**src/rtl/div_unit.sv**
```systemverilog
// div_unit: iterative radix-2 non-restoring divider for RV32M DIV/DIVU/REM/REMU.
// Takes one operation at a time. The result is held on the CDB request until it is granted.
module div_unit #(
  parameter int WIDTH = 31,
  parameter int ROB   = 2
) (
  input  logic             clk,
  input  logic             globalReset,
  input  logic             execute,
  input  logic [WIDTH:0]   src1,
  input  logic [WIDTH:0]   src2,
  input  logic [1:0]       divControl,
  input  logic [ROB:0]     instrRob,
  input  logic             clear,
  input  logic             dataBusGrant,
  output logic             busy,
  output logic             dataBusReq,
  output logic [WIDTH:0]   result,
  output logic [ROB:0]     robEntry
);

  localparam int DW = WIDTH + 1;

  typedef enum logic [1:0] {IDLE, DIVIDE, CORRECT, DONE} state_t;

  state_t         state_q, state_d;
  logic [DW:0]    p_q, p_d;          // signed partial remainder, one guard bit
  logic [WIDTH:0] q_q, q_d;          // dividend magnitude shifting out, quotient shifting in
  logic [WIDTH:0] d_q, d_d;          // divisor magnitude
  logic [5:0]     cnt_q, cnt_d;
  logic           rem_q, rem_d;      // 1: return remainder, 0: quotient
  logic           negq_q, negq_d;    // negate quotient at the end
  logic           negr_q, negr_d;    // negate remainder at the end
  logic [ROB:0]   rob_q, rob_d;
  logic [WIDTH:0] result_q, result_d;

  // Issue-side operand decode
  logic           is_signed, is_rem, src1_neg, src2_neg, div_zero, overflow;
  logic [WIDTH:0] abs1, abs2, min_int;

  assign is_signed = ~divControl[0];
  assign is_rem    = divControl[1];
  assign src1_neg  = is_signed & src1[WIDTH];
  assign src2_neg  = is_signed & src2[WIDTH];
  assign abs1      = src1_neg ? -src1 : src1;
  assign abs2      = src2_neg ? -src2 : src2;
  assign min_int   = {1'b1, {WIDTH{1'b0}}};
  assign div_zero  = (src2 == '0);
  assign overflow  = is_signed & (src1 == min_int) & (&src2);

  // One non-restoring step: shift {P,Q} left, add or subtract D by the sign of P
  logic [DW:0]    p_sh, d_ext, p_step;
  assign p_sh   = {p_q[DW-1:0], q_q[WIDTH]};
  assign d_ext  = {1'b0, d_q};
  assign p_step = p_q[DW] ? (p_sh + d_ext) : (p_sh - d_ext);

  // Final correction: restore a negative remainder, then apply the result signs
  logic [WIDTH:0] rem_fix, rem_out, quo_out;
  assign rem_fix = p_q[DW] ? (p_q[WIDTH:0] + d_q) : p_q[WIDTH:0];
  assign rem_out = negr_q ? -rem_fix : rem_fix;
  assign quo_out = negq_q ? -q_q : q_q;

  // Next-state and datapath update for the IDLE/DIVIDE/CORRECT/DONE sequence
  always_comb begin
    state_d  = state_q;
    p_d      = p_q;
    q_d      = q_q;
    d_d      = d_q;
    cnt_d    = cnt_q;
    rem_d    = rem_q;
    negq_d   = negq_q;
    negr_d   = negr_q;
    rob_d    = rob_q;
    result_d = result_q;
    case (state_q)
      IDLE: begin
        if (execute && !clear) begin
          rob_d = instrRob;
          rem_d = is_rem;
          if (div_zero) begin
            result_d = is_rem ? src1 : '1;
            state_d  = DONE;
          end else if (overflow) begin
            result_d = is_rem ? '0 : min_int;
            state_d  = DONE;
          end else begin
            p_d     = '0;
            q_d     = abs1;
            d_d     = abs2;
            cnt_d   = '0;
            negq_d  = src1_neg ^ src2_neg;
            negr_d  = src1_neg;
            state_d = DIVIDE;
          end
        end
      end
      DIVIDE: begin
        p_d   = p_step;
        q_d   = {q_q[WIDTH-1:0], ~p_step[DW]};
        cnt_d = cnt_q + 6'd1;
        if (cnt_q == 6'(WIDTH)) state_d = CORRECT;
      end
      CORRECT: begin
        result_d = rem_q ? rem_out : quo_out;
        state_d  = DONE;
      end
      DONE: begin
        if (dataBusGrant) state_d = IDLE;
      end
      default: state_d = IDLE;
    endcase
    // A flush discards whatever is in flight or queued
    if (clear) state_d = IDLE;
  end

  // State and datapath registers with asynchronous active-low reset
  always_ff @(posedge clk or negedge globalReset) begin
    if (!globalReset) begin
      state_q  <= IDLE;
      p_q      <= '0;
      q_q      <= '0;
      d_q      <= '0;
      cnt_q    <= '0;
      rem_q    <= 1'b0;
      negq_q   <= 1'b0;
      negr_q   <= 1'b0;
      rob_q    <= '0;
      result_q <= '0;
    end else begin
      state_q  <= state_d;
      p_q      <= p_d;
      q_q      <= q_d;
      d_q      <= d_d;
      cnt_q    <= cnt_d;
      rem_q    <= rem_d;
      negq_q   <= negq_d;
      negr_q   <= negr_d;
      rob_q    <= rob_d;
      result_q <= result_d;
    end
  end

  assign busy       = (state_q != IDLE);
  assign dataBusReq = (state_q == DONE) & ~clear;
  assign result     = result_q;
  assign robEntry   = rob_q;

endmodule

```
**config.mk**
```make
export PLATFORM = sky130hd
export DESIGN_NAME = div_unit
export DESIGN_NICKNAME = d
export VERILOG_FILES = /design/src/rtl/div_unit.sv
export SDC_FILE = /design/constraint.sdc
export NUM_CORES = 1
export LEC_CHECK = 0
export CORE_MARGIN = 3
export CORE_UTILIZATION = 44
export CTS_CLUSTER_DIAMETER = 50
export DETAILED_ROUTE_END_ITERATION = 10
export MAX_ROUTING_LAYER = met4
export PLACE_DENSITY = 0.66
export REMOVE_ABC_BUFFERS = 1
export SKIP_LAST_GASP = 1
export SLEW_MARGIN = 40
export SYNTH_ARGS = -nofsm -noshare
export SYNTH_HDL_FRONTEND = slang
export SYNTH_SLANG_ARGS = --single-unit
```
**constraint.sdc**
```tcl
create_clock -name clk -period 5.1 [get_ports clk]
set_clock_uncertainty 0.1 [all_clocks]
set_input_delay 0.51 -clock clk [delete_from_list [all_inputs] [get_ports clk]]
set_output_delay 0.51 -clock clk [all_outputs]
set_load 0.03 [all_outputs]
```
==> summary.md <==
| Metric | Value |
|---|---|
| Status | completed |
| Vias per inst | 5.98 |
| Hold Path Class | reg -> reg |
| Unique masters post-synth | 96 |
| Worst path required time | 5.30 ns |
| Maxcap violations | 0 |
| Worst slew margin | 45.2% |
| HP Start | result[8] |
| Final setup viols | 0 |
| IO Count | 111 |
| Chip height | 183 um |
| Commonest non-fill, non-tap cell in the layout | nand2_1 |
| Leak | 6.57 nW |
| Total placed cells including tap cells | 2240 |
| Setup CP Type | reg -> reg |
| Worst Hold Endpoint | result[8] |
| Post-DRT Antenna Nets | 0 |
| FF-to-FF Start | d_q[3] |
| Total Power | 0.0112 W |
| Largest net degree at the start of global routing | 99 |
| Clk_lat worst skew | 0.43 ns |
| Final Cycle Share | 88.2% |
| Mean Syn Cell Area | 7.66 um^2 |
| Post-layout nets | 2015 |
| Post-CTS sizing | 0 |
| FF+latch count, synth | 143 |
| Crit path time final | 4.50 ns |
| Clk sinks | 143 |
| Dpl hpwl | 31800 um |
| Non-Filler Instances | 2274 |
| First-pass GRT wire length | 67900 um |
| Most frequent cells in the layout | nand2_1 (219), nor2_1 (182), o21ai_0 (178) |
| Root Buffer | clkbuf_16 |
| H-tree levels | 4 |
| Post-DP Area | 15200 um^2 |
| Area added between synthesis and finish | 14.8% |
| Worst endpoint data arrival time | 4.70 ns |
| GRT Total Usage | 25.7% |
| Yosys top cell by area | dfrtp_1 |
| Ranking of synthesized cells by area | dfrtp_1 (26%), ha_1 (6.7%), o21ai_0 (6.4%), xor2_1 (6.4%), nand2_1 (5.9%) |
| Pre-CTS setup slack | 0.545 ns |
| Std cell rows | 64 |
| Vias | 13605 |
| Yosys synthesis warning count | 0 |
| GP Congestion | 0.929 |
| R2r worst-path depth | 17 |
| Primary FF master, synth | dfrtp_1 |
| Worst-path fanout max | 4 |
| Gr ovfl total | 0 |
| DRT iter0 DRCs | 1261 |
| CP Launch Type | flop |
| Inserted Diodes | 0 |
| Setup TNS | 0 ns |
| Routed len/inst | 18.5 um |
| Reg2reg setup slack | 0.60 ns |
| DIE AREA | 33600 um^2 |
| Endpoints failing hold | 0 |
| Number of global-route vias before repair | 12754 |
| Fraction of layout cells with a size suffix above 1 | 6.28% |
| Max Freq | 0.222 GHz |
| Finished Cell Area | 15900 um^2 |
| Clk pin slew, worst setup/hold paths | 0.07 ns |
| PD cells | 704 nW/um^2 |
| Residual DRC count | 0 |
| Core ar. | 30700 um^2 |
| Chip Width | 183 um |
| Post-Syn Instances | 1806 |
| CP endpoint kind | flop |
| Initial core utilization | 45.0% |
| RR Endpoint | p_q[31] |
| Final WL | 42100 um |
| Sequential area share after synthesis | 25.9% |
| RSZ-0062 raised after global routing | false |
| CTS buffer count | 17 |
| Hold depth | 2 |
| Max clock buf depth | 2 |
| Post-synth EDFFs | 0 |
| Worst slew pin tran | 0.820 ns |
| IO Port Bufs | 110 |
| VDD IR max | 0.330 mV |
| TritonRoute pass-1 iters | 5 |
| Netlist Area Pre-Place | 13800 um^2 |
| Initial antenna violation count | 0 |
| Synth async-reset ratio | 100% |
| Yosys top cell area share | 25.9% |
| Final worst slack | 0.600 ns |
| Slew Viols, Final | 0 |
| CTS tree | built |
## cell families (layout without fill, tap and decap cells)
kind of cell | Yosys count | count (layout) | share of synthesized area (%)
AO/OA/AOI/OAI | 594 | 594 | 27.4
XOR/XNOR | 189 | 189 | 12.0
adder cells (fa/ha/maj) | 76 | 76 | 6.99
buffers and inverters | 149 | 221 | 4.50
flip-flops | 143 | 143 | 25.9
multiplexers | 19 | 19 | 1.52
AND/OR/NAND/NOR | 636 | 636 | 21.7
## layer usage
metal | track usage (%) | part of all wire (%) | up-vias
li1 | - | - | 6664
met2 | 40.6 | 46 | 450
met4 | 7.43 | 2.3 | 0
met1 | 35.4 | 47 | 6425
met3 | 2.38 | 5.3 | 66
met5 | - | 0 | -
## flip-flops by register name, indices dropped and copies added, names as in the netlist
register  count
p_q          33
d_q          32
q_q          32
result       32
cnt_q         6
robEntry      3
state_q       2
negq_q        1
negr_q        1
rem_q         1
## cells in the mapped netlist (9+ instances only)
library cell    n
nand2_1       219
nor2_1        182
o21ai_0       178
a21oi_1       152
dfrtp_1       143
xor2_1        101
xnor2_1        88
ha_1           74
clkbuf_1       55
nor3_1         47
inv_1          45
o31ai_1        40
o22ai_1        33
buf_2          31
a21o_1         26
nand2b_1       26
nand3_1        26
o211ai_1       23
nand4_1        21
a211oi_1       20
nor4_1         20
nor2b_1        18
o41ai_1        18
or3_1          18
a31oi_1        13
mux2_2         12
o21a_1         12
buf_1          10
or4_1          10
and3_1          9
## through the flow
stage / hold slack [ns] / util [%]
after detailed placement: 0.365 / 49.6
after global placement: 0.351 / 49.5
after CTS: 0.0352 / 51.5
after global routing: 0.402 / 51.6
after floorplan: 0.114 / -
final: 0.375 / 51.6
## power by group
group	switching (W)	total [W]	internal, W
registers	0.000782	0.00240	0.00162
clock network	0.000589	0.00133	0.000741
logic	0.00444	0.00746	0.00301
## what timing repair did
action,CTS,global route
hold buffers,0,1
setup buffers,0,0
hold endpoints to repair,0,32
## worst max-delay path, stage by stage (launching register included)
cell      delay [ns]
dfrtp_1         0.45
nor2_1          0.19
nor4b_1         0.25
buf_4           0.18
nand2_1         0.05
nor2_1          0.25
a21oi_1         0.13
xnor2_1         0.17
ha_1            0.35
nand3_1         0.11
or2_2           0.35
o31ai_1         0.50
a221oi_1        0.26
o41ai_1         0.60
nand3_1         0.15
nand2_1         0.10
xnor2_1         0.11
o21ai_0         0.08
## worst max-delay path by stage
stage / startpoint / endpoint / slack (ns)
after floorplan: src1[1] / q_q[31] / -1.17
after global placement: src1[2] / result[29] / 0.59
after detailed placement: src1[2] / q_q[28] / 0.54
after CTS: d_q[2] / q_q[0] / 0.71
after global routing: d_q[3] / q_q[0] / 0.14
final: d_q[3] / p_q[31] / 0.60
## area by class of cell
cell class,instances,area [um^2]
fillers,2984,14900
multi-input cells,1514,9640
flip-flops and latches,143,3580
repair buffers,143,1390
well taps,396,495
clock buffers,17,425
clock inverters,15,176
inverters,46,173
Power figures use the tool's default switching activity.
